## config.mk

```make
export PLATFORM = sky130hd
export DESIGN_NAME = procyon_fifo_wr_arb
export DESIGN_NICKNAME = d
export VERILOG_FILES = /design/src/rtl/procyon_fifo_wr_arb.sv
export SDC_FILE = /design/constraint.sdc
export NUM_CORES = 1
export LEC_CHECK = 0
export ABC_AREA = 1
export CORE_UTILIZATION = 44
export CTS_CLUSTER_SIZE = 16
export DETAILED_ROUTE_END_ITERATION = 8
export PLACE_DENSITY = 0.85
export SKIP_CTS_REPAIR_TIMING = 1
export SKIP_LAST_GASP = 1
export SLEW_MARGIN = 20
export SYNTH_ARGS = -nofsm -noshare
export SYNTH_HDL_FRONTEND = slang
export SYNTH_SLANG_ARGS = --single-unit
```

## constraint.sdc

```tcl
create_clock -name clk -period 6.5 [get_ports clk]
set_input_delay 1.625 -clock clk [delete_from_list [all_inputs] [get_ports clk]]
set_output_delay 1.625 -clock clk [all_outputs]
set_load 0.005 [all_outputs]
```

## src/rtl/procyon_fifo_wr_arb.sv

```systemverilog
// procyon_fifo_wr_arb: round-robin arbiter sharing one FIFO write port, with locked bursts.
// Define PCYN_FIFO_WR_ARB_STATS_EN to add per-requester accepted-beat counters on o_beat_cnt.
module procyon_fifo_wr_arb #(
    parameter int OPTN_NUM_REQ    = 4,
    parameter int OPTN_DATA_WIDTH = 8,
    parameter int OPTN_BURST_LEN  = 4
) (
    input  logic                                    clk,
    input  logic                                    n_rst,
    input  logic                                    i_flush,
    input  logic [OPTN_NUM_REQ-1:0]                 i_req_valid,
    input  logic [OPTN_NUM_REQ*OPTN_DATA_WIDTH-1:0] i_req_data,
    input  logic [OPTN_NUM_REQ-1:0]                 i_req_last,
    output logic [OPTN_NUM_REQ-1:0]                 o_req_ready,
    output logic                                    o_fifo_we,
    output logic [OPTN_DATA_WIDTH-1:0]              o_fifo_data,
    input  logic                                    i_fifo_full,
    output logic [$clog2(OPTN_NUM_REQ)-1:0]         o_grant_idx,
`ifdef PCYN_FIFO_WR_ARB_STATS_EN
    output logic [OPTN_NUM_REQ*16-1:0]              o_beat_cnt,
`endif
    output logic                                    o_locked
);
    localparam int IW = $clog2(OPTN_NUM_REQ);
    localparam int BW = $clog2(OPTN_BURST_LEN + 1);

    typedef enum logic {ARB_IDLE, ARB_BURST} arb_state_t;

    arb_state_t    state;
    logic [IW-1:0] rr_ptr;
    logic [IW-1:0] lock_idx;
    logic [IW-1:0] grant_q;
    logic [IW-1:0] sel_idx;
    logic [IW-1:0] scan_idx;
    logic [IW-1:0] next_ptr;
    logic [BW-1:0] beat_cnt;
    logic          sel_found;
    logic          grant_valid;
    logic          last_beat;

    // Scan downward so the last hit is the one closest to rr_ptr.
    always_comb begin
        sel_idx   = rr_ptr;
        sel_found = 1'b0;
        scan_idx  = '0;
        for (int i = OPTN_NUM_REQ - 1; i >= 0; i--) begin
            scan_idx = IW'((int'(rr_ptr) + i) % OPTN_NUM_REQ);
            if (i_req_valid[scan_idx]) begin
                sel_idx   = scan_idx;
                sel_found = 1'b1;
            end
        end
    end

    assign o_locked    = (state == ARB_BURST);
    assign o_grant_idx = o_locked ? lock_idx : (sel_found ? sel_idx : grant_q);
    assign grant_valid = o_locked ? i_req_valid[lock_idx] : sel_found;
    assign o_fifo_we   = grant_valid & ~i_fifo_full & ~i_flush;
    assign o_req_ready = o_fifo_we ? (OPTN_NUM_REQ'(1) << o_grant_idx) : '0;
    assign o_fifo_data = o_fifo_we ? i_req_data[int'(o_grant_idx)*OPTN_DATA_WIDTH +: OPTN_DATA_WIDTH] : '0;
    assign last_beat   = i_req_last[o_grant_idx];
    assign next_ptr    = IW'((int'(o_grant_idx) + 1) % OPTN_NUM_REQ);

    always_ff @(posedge clk or negedge n_rst) begin
        if (!n_rst) begin
            state    <= ARB_IDLE;
            rr_ptr   <= '0;
            lock_idx <= '0;
            beat_cnt <= '0;
            grant_q  <= '0;
        end else begin
            grant_q <= o_grant_idx;
            if (i_flush) begin
                state    <= ARB_IDLE;
                beat_cnt <= '0;
            end else if (o_fifo_we) begin
                if (state == ARB_IDLE) begin
                    if (last_beat || OPTN_BURST_LEN == 1) begin
                        rr_ptr <= next_ptr;
                    end else begin
                        state    <= ARB_BURST;
                        lock_idx <= o_grant_idx;
                        beat_cnt <= BW'(1);
                    end
                end else if (last_beat || beat_cnt == BW'(OPTN_BURST_LEN - 1)) begin
                    state    <= ARB_IDLE;
                    beat_cnt <= '0;
                    rr_ptr   <= next_ptr;
                end else begin
                    beat_cnt <= beat_cnt + 1'b1;
                end
            end
        end
    end

`ifdef PCYN_FIFO_WR_ARB_STATS_EN
    always_ff @(posedge clk or negedge n_rst) begin
        if (!n_rst) begin
            o_beat_cnt <= '0;
        end else begin
            for (int k = 0; k < OPTN_NUM_REQ; k++) begin
                if (o_req_ready[k]) o_beat_cnt[k*16 +: 16] <= o_beat_cnt[k*16 +: 16] + 16'd1;
            end
        end
    end
`endif
endmodule

```

* Yosys cells after proc, flatten, opt, wreduce, memory -nomap -nowiden *
Cells that the tools add are included.

storage, ports and cells
  register bits = 10
  output and inout port bits = 16

operators by class
  shift-type cells = 2
  bitwise gates (word level) = 6
  reduce and logical (&&, ||, !) cells = 6
  equal/unequal tests = 3
  $lt $le $gt $ge = 6
  add/subtract/negate cells = 5
  multiplexer cells = 38

operators by type and width
  cell                                                        number
  indexed part select 32 x 6 -> 8 bit                         1
  less-than comparator 2 x 3 -> 1 bit, second input constant  6
  two-way mux 2 bit                                           9
  two-way mux 1 bit                                           16
  two-way mux 3 bit                                           5
  binary-select mux 1 bit (select 2 bit)                      6
  two-way mux 8 bit                                           1
  AND reduction 4 bit                                         2
  adder 2 x 1 -> 2 bit, second input constant                 2
  adder 2 bit, second input constant                          2
  two-way mux 4 bit                                           1
  inverter 1 bit                                              4
  nonzero test 2 bit                                          2
  left shift 1 x 2 -> 4 bit, first input constant             1
  adder 3 x 1 -> 3 bit, second input constant                 1
  == test 3 x 2 -> 1 bit, second input constant               1
  != test 3 bit, second input constant                        1
  AND 1 bit                                                   2
  != test 2 x 1 -> 1 bit, second input constant               1
  AND reduction 2 bit                                         1
  logical OR 1 bit                                            1

* Longest topological paths before layout *
  depth in word-level cells = 16
  depth in mapped cells = 19

* Worst setup path after synthesis *
OpenSTA, ideal clock, no wires.

  path kind = input to output
  from = input i_req_valid[2]
  to = output o_req_ready[0]
  stages = 13
  data arrival time = 2.978 ns
  path buffers = 2
  slack = 1.897 ns
  cells stage by stage = inv_1 -> o21ai_1 -> nor2_1 -> nand2_2 -> nand2_1 -> nand2_1 -> nand3_2 -> nand2_4 -> buf_4 -> buf_4 -> ha_1 -> inv_1 -> nor2_1

on the way
  longest elaborated chain between the ends = 10
  elaborated cells on any way between the ends = 25

ends and longest elaborated chain
  what                                                                        line    text
  from (decl)                                                                 11      input logic [OPTN_NUM_REQ-1:0] i_req_valid,
  binary-select mux 1 bit (select 2 bit)                                      48      if (i_req_valid[scan_idx]) begin
  two-way mux 1 bit (not written as such)                                     48
  two-way mux 2 bit / two-way mux 1 bit (equally long branches) (4 in a row)  48
  two-way mux 2 bit / two-way mux 1 bit (equally long branches)               56, 57
  two-way mux 2 bit / AND 1 bit (equally long branches)                       56, 58
  left shift 1 x 2 -> 4 bit / AND 1 bit (equally long branches)               59, 58
  two-way mux 4 bit (*)                                                       59      assign o_req_ready = o_fifo_we ? (OPTN_NUM_REQ'(1) << o_grant_idx) : '0;
  to (decl)                                                                   14      output logic [OPTN_NUM_REQ-1:0] o_req_ready,

Every way passes the cells marked *; elsewhere a longest branch is shown, timed or not. The select of a mux whose other input is x is not followed.

* Final worst setup path *
  from = input i_req_valid[2]
  to = output o_fifo_data[1]

on the way
  longest elaborated chain between the ends = 10
  elaborated cells on any way between the ends = 25

ends and longest elaborated chain
  what                                                                        line    text
  binary-select mux 1 bit (select 2 bit)                                      48
  two-way mux 1 bit (not written as such)                                     48
  two-way mux 2 bit / two-way mux 1 bit (equally long branches) (4 in a row)  48
  two-way mux 2 bit / two-way mux 1 bit (equally long branches)               56, 57
  two-way mux 2 bit / AND 1 bit (equally long branches)                       56, 58
  indexed part select 32 x 6 -> 8 bit / AND 1 bit (equally long branches)     60, 58
  two-way mux 8 bit (*)                                                       60      assign o_fifo_data = o_fifo_we ? i_req_data[int'(o_grant_idx)*OPTN_DATA_WIDTH +: OPTN_DATA_WIDTH] : '0;
  to (decl)                                                                   16      output logic [OPTN_DATA_WIDTH-1:0] o_fifo_data,

Marks and branches as above.

==> impl_metrics.csv <==
group,metric,value,unit
drt,vias_per_cell,4.98,
synth,synth_async_sr_flop_share,100,%
synth,yosysWarningCount,0,
setup_path,cp_max_fanout,23,
global_routing,antenna_found_initial,0,
clock_tree,clock_latency_late_sink,250,ps
placed_design,place_hpwl,2460,um
global_routing,globalRoute.busiestLayer,"met2",
sta,finalSetupViolCount,0,
cells_and_area,diodes,0,
drt,drt_first_iter_violations,38,
cells_and_area,drive_gt1_share,10.6,%
clock_tree,cts_root_buf,"sky130_fd_sc_hd__clkbuf_4",
placed_design,place_congestion,0.870,
synth,syn_area_per_cell,6.04,um^2
drt,detailedRoute.firstPassIterationCount,4,
drt,wire_per_inst,10.4,um
synth,post-synth-top-count-cell,"sky130_fd_sc_hd__nand2_1",
placed_design,dpl_cell_area,1840,um^2
synth,synth_top_area_share,19.8,%
setup_path,setup.worst_path.class,"input port to primary output",
global_routing,vias_in_the_first_global_route,1232,
flow_run,cap_viol_max_count,0,
cells_and_area,areaGrowthSynthToFinish,47.6,%
synth,netlist_instances,209,
power,powerDensity,479,nW/um^2
synth,synth_commonest_cells,"sky130_fd_sc_hd__nand2_1, sky130_fd_sc_hd__nor2_1, sky130_fd_sc_hd__inv_1",
status,status,"complete, no violations",
power,worst_ir_drop_vdd,0.437,mV
floorplanning,design.core.area,2730,um^2
drt,dr_total_vias,1468,
floorplanning,chipHeight,55.6,um
sta,min_tclk_post_route,5870,ps
setup_path,worst_setup_path_end_kind,"primary output",
sta,timing_hold_violations_final,0,
cells_and_area,ff_latch_area,250,um^2
synth,ys_types,27,
synth,mappedNetlistArea,1260,um^2
setup_path,cp.required,4880,ps
clock_tree,clk_pin_slew,60,ps
sta,total_negative_setup_slacks,0,ps
floorplanning,die_width,55.6,um
floorplanning,initial_core_util,46.2,%
cells_and_area,design_area,1860,um^2
sta,slew_viol_final,0,
clock_tree,cts_buffers,3,
sta,rsz_0062_raised_after_global_routing,"false",
synth,synthFlopType,"sky130_fd_sc_hd__dfrtp_1",
global_routing,grt-ovfl-total,0,
setup_path,worst-endpoint-arrival,4250,ps
sta,clock-skew-final,0.613,ps
global_routing,grt_first_pass_wirelength,5150,um
cells_and_area,nFillCells,263,
sta,tightestPinTransition,613,ps
drt,totalWireLength,3060,um
clock_tree,tritoncts_clock_tree,"yes",
synth,yosys_top_cell_by_area,"sky130_fd_sc_hd__dfrtp_1",
global_routing,grt_use_total,20.5,%
synth,synth.yosys.seq_area_share,19.8,%
floorplanning,die_area,3090,um^2
global_routing,use_met1,26.2,%
cells_and_area,multiInputGateArea,863,um^2
min_path,holdPathEnd,"beat_cnt[2]",
cells_and_area,layout.nets,316,
global_routing,met3_usage,5.15,%
floorplanning,placementRows,19,
drt,detail_route.drc_violations,0,
setup_path,critPathLaunchType,"input port",
global_routing,grt_start_max_net_pins,24,
floorplanning,io_pins,60,
sta,finalCritPeriodShare,90.3,%
drt,postRouteAntennaNets,0,
placed_design,port_buffers,59,
min_path,worst_hold_path.num_cells,2,
synth,synth_enable_flop_cells,0,
power,static-leakage-power,0.000849,uW
setup_path,reg2reg_setup_slack,4130,ps
sta,timing.max_slew.rel_slack,59.1,%
sta,max_clock_freq,170,MHz
clock_tree,clock-sinks,10,
min_path,hp-start,"beat_cnt[2]",
setup_path,rr_startpoint,"rr_ptr[0]",
synth,synth.net_count,259,
synth,synth_seq_cells,10,
synth,yosys-top-cells-area,"sky130_fd_sc_hd__dfrtp_1, sky130_fd_sc_hd__nand2_1, sky130_fd_sc_hd__nor2_1",
setup_path,worst-r2r-cell-count,15,
setup_path,critical_path.reg2reg.endpoint,"rr_ptr[0]",
global_routing,global_route.usage.met2,33.9,%
clock_tree,clock_tree.htree_level_count,1,
min_path,min_path_type,"register to register",
clock_tree,max-clock-path-buffers,2,
-- area by class of cell --
class | instances | area share [%]
Multi-Input combinational cell | 168 | 46.3
Sequential cell | 10 | 13.4
Timing Repair Buffer | 59 | 31.7
Clock buffer | 3 | 1.21
Inverter | 24 | 5.24
Tap cell | 31 | 2.08
-- flip-flops by register name, summed over array words and instances (netlist names) --
name and count:
grant_q 2, lock_idx 2, beat_cnt 3, rr_ptr 2
o_locked 1
-- power breakdown --
group / total [uW] / switching, uW / internal [uW]
clock: 39.5 / 18.3 / 21.2
combinational: 740 / 448 / 292
sequential: 113 / 28.1 / 85.3
-- metrics by stage --
stage	total power (uW)	worst slack, ps	utilization [%]	cells	hold WS [ps]
6_report	892	630	68.1	295	499
5_1_grt	1000	308	68.1	295	550
4_1_cts	900	586	68.1	295	502
3_5_place_dp	856	601	67.3	292	488
3_3_place_gp	851	646	67.3	292	473
2_1_floorplan	692	1900	-	209	459
-- layer usage --
layer | up-vias | share of wire [%]
li1 | 776 | -
met1 | 634 | 46
met2 | 54 | 46
met3 | 4 | 7.4
met4 | 0 | 0.95
met5 | - | 0
-- logic make-up (layout without fill, tap and decap cells) --
logic type | Yosys count | count (layout) | share of synthesized area [%]
flip-flops | 10 | 10 | 19.8
AND/OR/NAND/NOR | 124 | 124 | 45.7
adder cells (fa/ha/maj) | 6 | 6 | 5.95
AO/OA/AOI/OAI | 38 | 38 | 16.7
buffers and inverters | 31 | 86 | 11.8
-- critical path, stage by stage --
cell and delay, ps:
sky130_fd_sc_hd__clkdlybuf4s50_1 510, sky130_fd_sc_hd__inv_1 50, sky130_fd_sc_hd__o21ai_1 270, sky130_fd_sc_hd__nor2_1 140, sky130_fd_sc_hd__a21oi_1 160, sky130_fd_sc_hd__nand2_1 70, sky130_fd_sc_hd__nand3_2 100, sky130_fd_sc_hd__nand2_4 160
sky130_fd_sc_hd__inv_4 220, sky130_fd_sc_hd__nor2_1 60, sky130_fd_sc_hd__nor2_1 100, sky130_fd_sc_hd__o21ai_0 90, sky130_fd_sc_hd__a21oi_1 140, sky130_fd_sc_hd__clkdlybuf4s50_1 520
-- placed cells by master (no fill, tap or decap), types with 2 or more instances in the layout --
master,count
sky130_fd_sc_hd__nand3_2,4
sky130_fd_sc_hd__dfrtp_1,10
sky130_fd_sc_hd__clkbuf_4,3
sky130_fd_sc_hd__clkdlybuf4s50_1,59
sky130_fd_sc_hd__nand2_1,52
sky130_fd_sc_hd__a21oi_1,12
sky130_fd_sc_hd__o21ai_1,14
sky130_fd_sc_hd__ha_1,6
sky130_fd_sc_hd__nor2_4,2
sky130_fd_sc_hd__nor2_1,40
sky130_fd_sc_hd__nand2_4,2
sky130_fd_sc_hd__nand2_2,7
sky130_fd_sc_hd__nand3_1,12
sky130_fd_sc_hd__nor2_2,2
sky130_fd_sc_hd__o21ai_0,7
sky130_fd_sc_hd__o21ai_2,2
sky130_fd_sc_hd__inv_4,3
sky130_fd_sc_hd__inv_1,20
-- worst max-delay path by stage --
| stage | startpoint | end | slack (ps) |
|---|---|---|---|
| floorplan | i_req_valid[2] | o_req_ready[0] | 1900 |
| global placement | i_req_valid[2] | o_fifo_data[1] | 650 |
| detailed placement | i_req_valid[2] | o_fifo_data[1] | 600 |
| CTS | i_req_valid[2] | o_fifo_data[1] | 590 |
| global route | i_req_valid[2] | o_fifo_data[1] | 310 |
| finish | i_req_valid[2] | o_fifo_data[1] | 630 |
(Power assumes the default switching activity.)
